## config.mk

```make
export PLATFORM = sky130hd
export DESIGN_NAME = jelly_cpu_dbus_ctl
export DESIGN_NICKNAME = d
export VERILOG_FILES = /design/src/rtl/jelly_cpu_pkg.sv /design/src/rtl/jelly_cpu_memenc.sv /design/src/rtl/jelly_cpu_dbus_ctl.sv
export SDC_FILE = /design/constraint.sdc
export NUM_CORES = 1
export LEC_CHECK = 0
export CAP_MARGIN = 20
export CORE_MARGIN = 5
export CORE_UTILIZATION = 44
export CTS_CLUSTER_SIZE = 10
export DETAILED_ROUTE_END_ITERATION = 12
export PLACE_DENSITY = 0.81
export RECOVER_POWER = 100
export SLEW_MARGIN = 20
export SYNTH_ARGS = -nofsm -noshare
export SYNTH_HDL_FRONTEND = slang
export SYNTH_SLANG_ARGS = --single-unit
```

## constraint.sdc

```tcl
create_clock -name clk -period 2.1 [get_ports clk]
set_input_delay 0.315 -clock clk [delete_from_list [all_inputs] [get_ports clk]]
set_output_delay 0.315 -clock clk [all_outputs]
set_load 0.03 [all_outputs]
```

## src/rtl/jelly_cpu_pkg.sv

```systemverilog
// rtl/jelly_cpu_pkg.sv - shared types and helpers for the jelly CPU data-bus path
//
// Purpose : access-size encodings, data-bus FSM states and byte-rotate helpers
//           shared by the memory access encoder and the data-bus controller.
// Ports   : none (package).

package jelly_cpu_pkg;

  // Access size as presented by the MEM stage.
  localparam logic [1:0] SIZE_BYTE = 2'b00;
  localparam logic [1:0] SIZE_HALF = 2'b01;
  localparam logic [1:0] SIZE_LR   = 2'b10;
  localparam logic [1:0] SIZE_WORD = 2'b11;

  typedef enum logic [1:0] {
    ST_IDLE = 2'b00,
    ST_REQ  = 2'b01,
    ST_DONE = 2'b10
  } dbus_state_t;

  // Rotate a word right by whole bytes.
  function automatic logic [31:0] rotr32(input logic [31:0] data, input logic [1:0] shift);
    logic [31:0] r;
    case (shift)
      2'd0:    r = data;
      2'd1:    r = {data[7:0],  data[31:8]};
      2'd2:    r = {data[15:0], data[31:16]};
      default: r = {data[23:0], data[31:24]};
    endcase
    return r;
  endfunction

  // Rotate a word left by whole bytes (inverse of rotr32).
  function automatic logic [31:0] rotl32(input logic [31:0] data, input logic [1:0] shift);
    logic [31:0] r;
    case (shift)
      2'd0:    r = data;
      2'd1:    r = {data[23:0], data[31:24]};
      2'd2:    r = {data[15:0], data[31:16]};
      default: r = {data[7:0],  data[31:8]};
    endcase
    return r;
  endfunction

endpackage

```

## src/rtl/jelly_cpu_memenc.sv

```systemverilog
// rtl/jelly_cpu_memenc.sv - memory access encoder (lane selects, write data, merge mask)
//
// Purpose : turns endian, low address bits and access size into Wishbone byte
//           selects, lane-aligned write data, the LWL/LWR merge mask and the
//           byte rotation the read path must undo.
// Ports   : endian    in  1   1 = big-endian
//           addr      in  2   byte offset within the word
//           size      in  2   access size (SIZE_*)
//           lr_right  in  1   size LR only: 1 = right variant, 0 = left
//           wdata     in  32  store data, register aligned
//           enc_wdata out 32  store data placed on its byte lanes
//           sel       out 4   byte lane selects
//           mask      out 4   result bytes taken from memory for LWL/LWR
//           shift     out 2   byte rotation between register and bus lanes

module jelly_cpu_memenc
  import jelly_cpu_pkg::*;
#(
  parameter bit USE_INST_LSWLR = 1'b1
) (
  input  logic        endian,
  input  logic [1:0]  addr,
  input  logic [1:0]  size,
  input  logic        lr_right,
  input  logic [31:0] wdata,
  output logic [31:0] enc_wdata,
  output logic [3:0]  sel,
  output logic [3:0]  mask,
  output logic [1:0]  shift
);

  // Big-endian lane numbering is the little-endian one mirrored, so every
  // case is expressed on a little-endian equivalent offset.
  logic [1:0] off;

  always_comb begin
    off   = endian ? ~addr : addr;
    sel   = 4'b1111;
    mask  = 4'b1111;
    shift = 2'd0;
    case (size)
      SIZE_BYTE: begin
        shift = off;
        sel   = 4'b0001 << off;
      end
      SIZE_HALF: begin
        shift = {off[1], 1'b0};
        sel   = 4'b0011 << {off[1], 1'b0};
      end
      SIZE_LR: begin
        if (USE_INST_LSWLR) begin
          if (lr_right) begin
            // Bytes from the offset up to the word end fill the low end.
            shift = off;
            mask  = 4'b1111 >> off;
            sel   = 4'b1111 << off;
          end else begin
            // Bytes from the word start up to the offset fill the high end.
            shift = off + 2'd1;
            mask  = 4'b1111 << (2'd3 - off);
            sel   = 4'b1111 >> (2'd3 - off);
          end
        end
      end
      default: begin
        sel = 4'b1111;
      end
    endcase
  end

  // The read path rotates right by shift; stores need the inverse.
  assign enc_wdata = rotl32(wdata, shift);

endmodule

```

## src/rtl/jelly_cpu_dbus_ctl.sv

```systemverilog
// rtl/jelly_cpu_dbus_ctl.sv - single-beat Wishbone data-bus access controller
//
// Purpose : accepts one load/store from the MEM stage, runs one Wishbone
//           classic cycle, stalls the pipeline meanwhile and returns the
//           aligned/extended/merged load result to writeback.
// Ports   : clk, reset_n (async active-low)
//           endian, in_valid, in_we, in_addr, in_wdata, in_size, in_unsigned,
//           in_rt_data                       - request from the MEM stage
//           out_busy, out_valid, out_rdata, out_err - pipeline response
//           wb_adr_o, wb_dat_o, wb_dat_i, wb_we_o, wb_sel_o, wb_stb_o,
//           wb_ack_i                         - Wishbone classic master

module jelly_cpu_dbus_ctl
  import jelly_cpu_pkg::*;
#(
  parameter bit USE_INST_LSWLR = 1'b1,
  parameter int TIMEOUT        = 0,
  parameter int TIMER_WIDTH    = 8
) (
  input  logic        clk,
  input  logic        reset_n,
  input  logic        endian,
  input  logic        in_valid,
  input  logic        in_we,
  input  logic [31:0] in_addr,
  input  logic [31:0] in_wdata,
  input  logic [1:0]  in_size,
  input  logic        in_unsigned,
  input  logic [31:0] in_rt_data,
  output logic        out_busy,
  output logic        out_valid,
  output logic [31:0] out_rdata,
  output logic        out_err,
  output logic [29:0] wb_adr_o,
  output logic [31:0] wb_dat_o,
  input  logic [31:0] wb_dat_i,
  output logic        wb_we_o,
  output logic [3:0]  wb_sel_o,
  output logic        wb_stb_o,
  input  logic        wb_ack_i
);

  localparam logic [TIMER_WIDTH-1:0] TIMER_LAST = TIMER_WIDTH'(TIMEOUT - 1);

  dbus_state_t state;
  dbus_state_t next_state;

  logic [31:0] enc_wdata;
  logic [3:0]  enc_sel;
  logic [3:0]  enc_mask;
  logic [1:0]  enc_shift;

  logic [3:0]  mask_r;
  logic [1:0]  shift_r;
  logic [1:0]  size_r;
  logic        unsigned_r;
  logic [TIMER_WIDTH-1:0] timer;
  logic        timeout_hit;

  logic [31:0] rot;
  logic [31:0] fmt;

  jelly_cpu_memenc #(
    .USE_INST_LSWLR (USE_INST_LSWLR)
  ) u_memenc (
    .endian    (endian),
    .addr      (in_addr[1:0]),
    .size      (in_size),
    .lr_right  (in_unsigned),
    .wdata     (in_wdata),
    .enc_wdata (enc_wdata),
    .sel       (enc_sel),
    .mask      (enc_mask),
    .shift     (enc_shift)
  );

  always_ff @(posedge clk or negedge reset_n) begin
    if (!reset_n) begin
      state <= ST_IDLE;
    end else begin
      state <= next_state;
    end
  end

  always_comb begin
    next_state  = state;
    timeout_hit = 1'b0;
    case (state)
      ST_IDLE: begin
        if (in_valid) begin
          next_state = ST_REQ;
        end
      end
      ST_REQ: begin
        if (TIMEOUT != 0 && timer == TIMER_LAST) begin
          timeout_hit = 1'b1;
        end
        if (wb_ack_i || timeout_hit) begin
          next_state = ST_DONE;
        end
      end
      ST_DONE: begin
        next_state = ST_IDLE;
      end
      default: begin
        next_state = ST_IDLE;
      end
    endcase
  end

  // Strobe and handshakes come straight from the state register, so reset
  // drops the strobe at once and nothing on wb_* depends on in_* directly.
  assign wb_stb_o  = (state == ST_REQ);
  assign out_valid = (state == ST_DONE);
  assign out_busy  = ((state == ST_IDLE) && in_valid) || (state == ST_REQ);

  always_comb begin
    rot = rotr32(wb_dat_i, shift_r);
    fmt = rot;
    case (size_r)
      SIZE_BYTE: fmt = {{24{~unsigned_r & rot[7]}},  rot[7:0]};
      SIZE_HALF: fmt = {{16{~unsigned_r & rot[15]}}, rot[15:0]};
      SIZE_LR: begin
        if (USE_INST_LSWLR) begin
          for (int i = 0; i < 4; i++) begin
            fmt[8*i +: 8] = mask_r[i] ? rot[8*i +: 8] : in_rt_data[8*i +: 8];
          end
        end
      end
      default: fmt = rot;
    endcase
  end

  always_ff @(posedge clk or negedge reset_n) begin
    if (!reset_n) begin
      wb_adr_o   <= '0;
      wb_dat_o   <= '0;
      wb_sel_o   <= '0;
      wb_we_o    <= 1'b0;
      mask_r     <= '0;
      shift_r    <= '0;
      size_r     <= '0;
      unsigned_r <= 1'b0;
      timer      <= '0;
      out_rdata  <= '0;
      out_err    <= 1'b0;
    end else begin
      case (state)
        ST_IDLE: begin
          if (in_valid) begin
            wb_adr_o   <= in_addr[31:2];
            wb_dat_o   <= enc_wdata;
            wb_sel_o   <= enc_sel;
            wb_we_o    <= in_we;
            mask_r     <= enc_mask;
            shift_r    <= enc_shift;
            size_r     <= in_size;
            unsigned_r <= in_unsigned;
            timer      <= '0;
            out_err    <= 1'b0;
          end
        end
        ST_REQ: begin
          timer <= timer + TIMER_WIDTH'(1);
          if (wb_ack_i) begin
            // Ack beats a simultaneous timeout.
            if (!wb_we_o) begin
              out_rdata <= fmt;
            end
            out_err <= 1'b0;
          end else if (timeout_hit) begin
            out_err <= 1'b1;
          end
        end
        default: begin
        end
      endcase
    end
  end

endmodule
```

[After elaboration in Yosys (flattened, before gate mapping)]
Index checks and enable logic that the tools add are counted.
Widths: inputs -> output; s select.
Cells by class
  add/sub/neg operators: 2
  equal/unequal tests: 12
  shift operators: 6
  mux-type cells: 20
  bitwise logic cells: 5
  reduce and logical (&&, ||, !) cells: 12
Operator list (count)
  $pmux 32 s3: 3
  $mux 8: 4
  $mux 4: 3
  $pmux 4 s3: 1
  $eq 2x1->1 const B: 5
  $eq 2x2->1 const B: 5
  $logic_not 2->1: 5
  $mux 2: 4
  $shl 4x2->4 const A: 2
  $shr 4x2->4 const A: 2
  $pmux 2 s3: 1
  $reduce_and 3->1: 2
  $pmux 2 s2: 1
  $reduce_and 2->1: 2
  $shl 1x2->4 const A: 1
  $shl 2x2->4 const A: 1
  $add 2x1->2 const B: 1
  $and 1x1->1: 2
  $mux 1: 2
  $ne 2x1->1 const B: 1
  $ne 2x2->1 const B: 1
  $not 1->1: 2
  $not 2->2: 1
  $pmux 1 s2: 1
  other kinds (4): 4
Word-level totals
  register bits after elaboration: 111
  output and inout bits: 103

[Depth between registers and ports, before layout]
  word-level depth: 7
  mapped depth: 8

[Modules after synthesis]
A second synthesis with hierarchy kept.
Second synthesis, totals
  cell total of the unflattened synthesis: 544
  area, all modules: 6397.4 sq um
By module, submodules not included
  jelly_cpu_dbus_ctl: times used 1, cells an instance 433, area each 5412.7 sq um, sequential area each 2752.6 sq um
  jelly_cpu_memenc: times used 1, cells an instance 111, area each 984.7 sq um, sequential area each 0.0 sq um

[Worst setup path before layout]
OpenSTA, ideal clock, no wires.
  path kind: input to register
  start point: input port endian
  end point: register wb_dat_o[15]
  arrival: 1.964 ns
  required time: 1.958 ns
  slack: -0.006 ns
  stages: 8
  path buffers: 2
  path through: xor2_1 ha_1 a22oi_1 o22a_1 buf_2 buf_4 mux2i_1 o221ai_1
Between the ends
  cells in the longest elaborated chain, start to end: 6
RTL lines
  from (decl): line jelly_cpu_dbus_ctl.sv:22  | input logic endian,
  $mux 2 *: line jelly_cpu_memenc.sv:37  | off = endian ? ~addr : addr;
  $add 2x1->2: line jelly_cpu_memenc.sv:59  | shift = off + 2'd1;
  $mux 2: line jelly_cpu_memenc.sv:52  | if (lr_right) begin
  $pmux 2 s3 *: line jelly_cpu_memenc.sv:41  | case (size)
  $eq 2x2->1, or another cell as far along: line jelly_cpu_pkg.sv:36  | case (shift)
  $pmux 32 s3 *: line jelly_cpu_pkg.sv:36
  to (signal assigned): line jelly_cpu_dbus_ctl.sv:152  | wb_dat_o <= enc_wdata;
  to (decl): line jelly_cpu_dbus_ctl.sv:35  | output logic [31:0] wb_dat_o,
Mark *: on every way between the ends. The rest lies on a longest branch, timed or not.
A chain may end at the register's enable or synchronous reset.

[Worst setup path after layout]
  start point: input port endian
  end point: register wb_dat_o[5]
Same word-level chain as after synthesis.

==> impl_metrics.tcl <==
set metrics [dict create \
    wire_per_inst_um 21.3 \
    finalSetupViolCount 0 \
    crit_fanout 7 \
    fin_hold_ws_ns 0.264 \
    pre_cts_slack_ns -0.527 \
    grt_max_degree 65 \
    vias 5882 \
    root_buffer "clkbuf_16" \
    core_um2 13300 \
    num_io_pins 240 \
    ys.flop_type "dfrtp_1" \
    cap_violations 0 \
    die_w_um 127 \
    layoutNonFillerInstCount 1017 \
    die_area_um2 16100 \
    mostFrequentLayoutCells "nand2_1, clkdlybuf4s50_1, dfrtp_1" \
    layout_min_cycle_time_ns 2.04 \
    cts_sinks 110 \
    synth_top_area_cell "dfrtp_1" \
    ir_drop_mv 0.909 \
    drive_gt1_share_pct 15.7 \
    overflow 0 \
    detail-route-antenna-nets 0 \
    antenna_found_initial 0 \
    worst_setup_path_start_kind "input pin" \
    finalInstanceArea_um2 9400 \
    power.leakage_nw 4.00 \
    layout_commonest_cell "nand2_1" \
    numCtsBuffers 9 \
    power.share.clock_pct 13.6 \
    slew_viol_final 0 \
    place_inst 995 \
    nets 977 \
    port-buffer-count 238 \
    relSlewSlack_pct 10.6 \
    grt_pass1_wl_mm 32.5 \
    skew_ns 0.0112 \
    worst_pin_slew_ns 1.34 \
    hold_viol_final 0 \
    pwr-share-comb_pct 56.2 \
    cts.reportedPaths.clkPinSlew_ns 0.07 \
    yosysWarnings 0 \
    ys_seq_area_share_pct 45.9 \
    synth-seq-cells 110 \
    power_mw 12.5 \
    cp_data_arrival_time_ns 2.25 \
    yosys.cell_types.count 42 \
    fin_util_pct 70.7 \
    synth_nets 729 \
    synthesis.area_um2 6000 \
    drc_errors 0 \
    start_util_pct 45.1 \
    seq_power_share_pct 30.1 \
    first_global_vias 6131 \
    diodes 0 \
    fp-row-count 42 \
    drtPass1Iterations 5 \
    status "complete, no violations" \
    vias_per_cell 5.78 \
    first_iter_violations 465 \
    path_class "input pin to register" \
    hp-class "input pin to asynchronous set/reset pin" \
    grt_use_total_pct 25.1 \
    htree_levels 3 \
    yosysTopAreaCellShare_pct 45.9 \
    synth_edf_count 0 \
    syn_area_per_cell_um2 10.2 \
    min_period_over_period_pct 97.2 \
    max_freq_mhz 490 \
    place.detailed.hpwl_mm 15.3 \
    synth_area_leaders "dfrtp_1, nand2_1, mux4_2, mux2i_1, o221ai_1" \
    area_growth_pct 56.6 \
    cts_tree "yes" \
    setup-tns-final_ns 0 \
    fin_ws_ns 0.0579 \
    switching_power_mw 5.63 \
    async_flop_share_pct 100 \
    wl_mm 21.6 \
    switching_share_pct 45.1 \
    place.gp.congestion 0.897 \
    syn_inst 588 \
    clockBufferDepth 2 \
    placed_area_um2 8770 \
    cp-end-kind "register" \
    clk_latency_ns 0.35 \
    intPower_mw 6.86 \
    die_h_um 127 \
    worst-endpoint-required_ns 2.31 \
    power_density_nw_per_um2 1330 \
    n_fill_cell 923 \
]
path summary, 6_finish.rpt:
check                                  from             to  slack, ns  depth (start not counted)
worst min-delay path                reset_n   out_rdata[0]       0.26                          1
min in group clk                wb_adr_o[5]    wb_adr_o[5]       0.47                          2
worst min register to register  wb_adr_o[5]    wb_adr_o[5]       0.47                          2
worst max register to register   shift_r[1]  out_rdata[16]       0.12                          5
max in group asynchronous           reset_n        wb_we_o       1.02                          2
worst max-delay path                 endian    wb_dat_o[5]       0.06                          9
synth_stat cells, types with 4 or more instances:
master / number
nand2b_1: 4
mux4_2: 27
a31oi_1: 15
inv_1: 5
buf_2: 6
dfrtp_1: 110
o22ai_1: 18
clkbuf_1: 31
mux2i_1: 48
nor2_1: 25
buf_6: 5
o221ai_1: 32
o21ai_0: 20
a221oi_1: 8
a22o_1: 7
nand2_1: 183
ha_1: 4
cell families (layout without fill, tap and decap cells):
family | count (synthesis) | after routing | share of synthesized area, %
AOI/OAI and AO/OA | 111 | 111 | 13.6
DFF | 110 | 110 | 45.9
and+or+nand+nor | 226 | 226 | 15.1
other | 1 | 1 | 0.0625
xor gates and xnor gates | 3 | 3 | 0.438
buffers and inverters | 53 | 306 | 4.25
adders and majority gates | 4 | 4 | 0.834
muxes | 80 | 80 | 19.8
state kept, by name, summed over array words and instances (netlist names):
name	count
unsigned_r	1
state	2
wb_adr_o	30
out_rdata	32
size_r	2
shift_r	2
wb_we_o	1
mask_r	4
wb_dat_o	32
wb_sel_o	4
what timing repair did:
| item | CTS | global route |
|---|---|---|
| gates cloned | 2 | 1 |
| pin swaps | 2 | 3 |
| resized for setup | 16 | 50 |
| endpoints found under the setup margin | 28 | 33 |
| buffers inserted | 1 | 2 |
| hold buffers | 0 | 0 |
final cells by class:
class                           count  area [µm²]  area share, %
Clock inverter                      5        40.0          0.426
Timing Repair Buffer              285        2840           30.2
Tap cell                          176         220           2.34
Inverter                            5        18.8          0.200
Sequential cell                   110        2750           29.3
Multi-Input combinational cell    425        3270           34.8
Clock buffer                       11         253           2.69
power by group through the flow:
stage	combinational (mW)	sequential [mW]	clock [mW]
2_1_floorplan	2.44	5.38	0
3_3_place_gp	6.97	3.77	0
3_5_place_dp	7.13	3.78	0
4_1_cts	7.22	3.78	1.72
5_1_grt	7.45	3.88	1.82
6_report	7.02	3.76	1.70
routing by layer:
| layer | vias up | track usage (%) | wire length, µm |
|---|---|---|---|
| li1 | 2633 | - | - |
| met1 | 2871 | 31.3 | 8260 |
| met2 | 341 | 42.4 | 10800 |
| met3 | 37 | 7.82 | 2100 |
| met4 | 0 | 6.94 | 482 |
| met5 | - | 0 | 0 |
worst max-delay path, stage by stage:
cell	delay (ns)
dlygate4sd2_1	0.29
xor2_2	0.20
ha_1	0.31
a22oi_2	0.14
o22a_2	0.20
buf_12	0.13
clkbuf_16	0.17
mux2i_1	0.29
o221ai_1	0.19
Power figures use the tool's default switching activity.
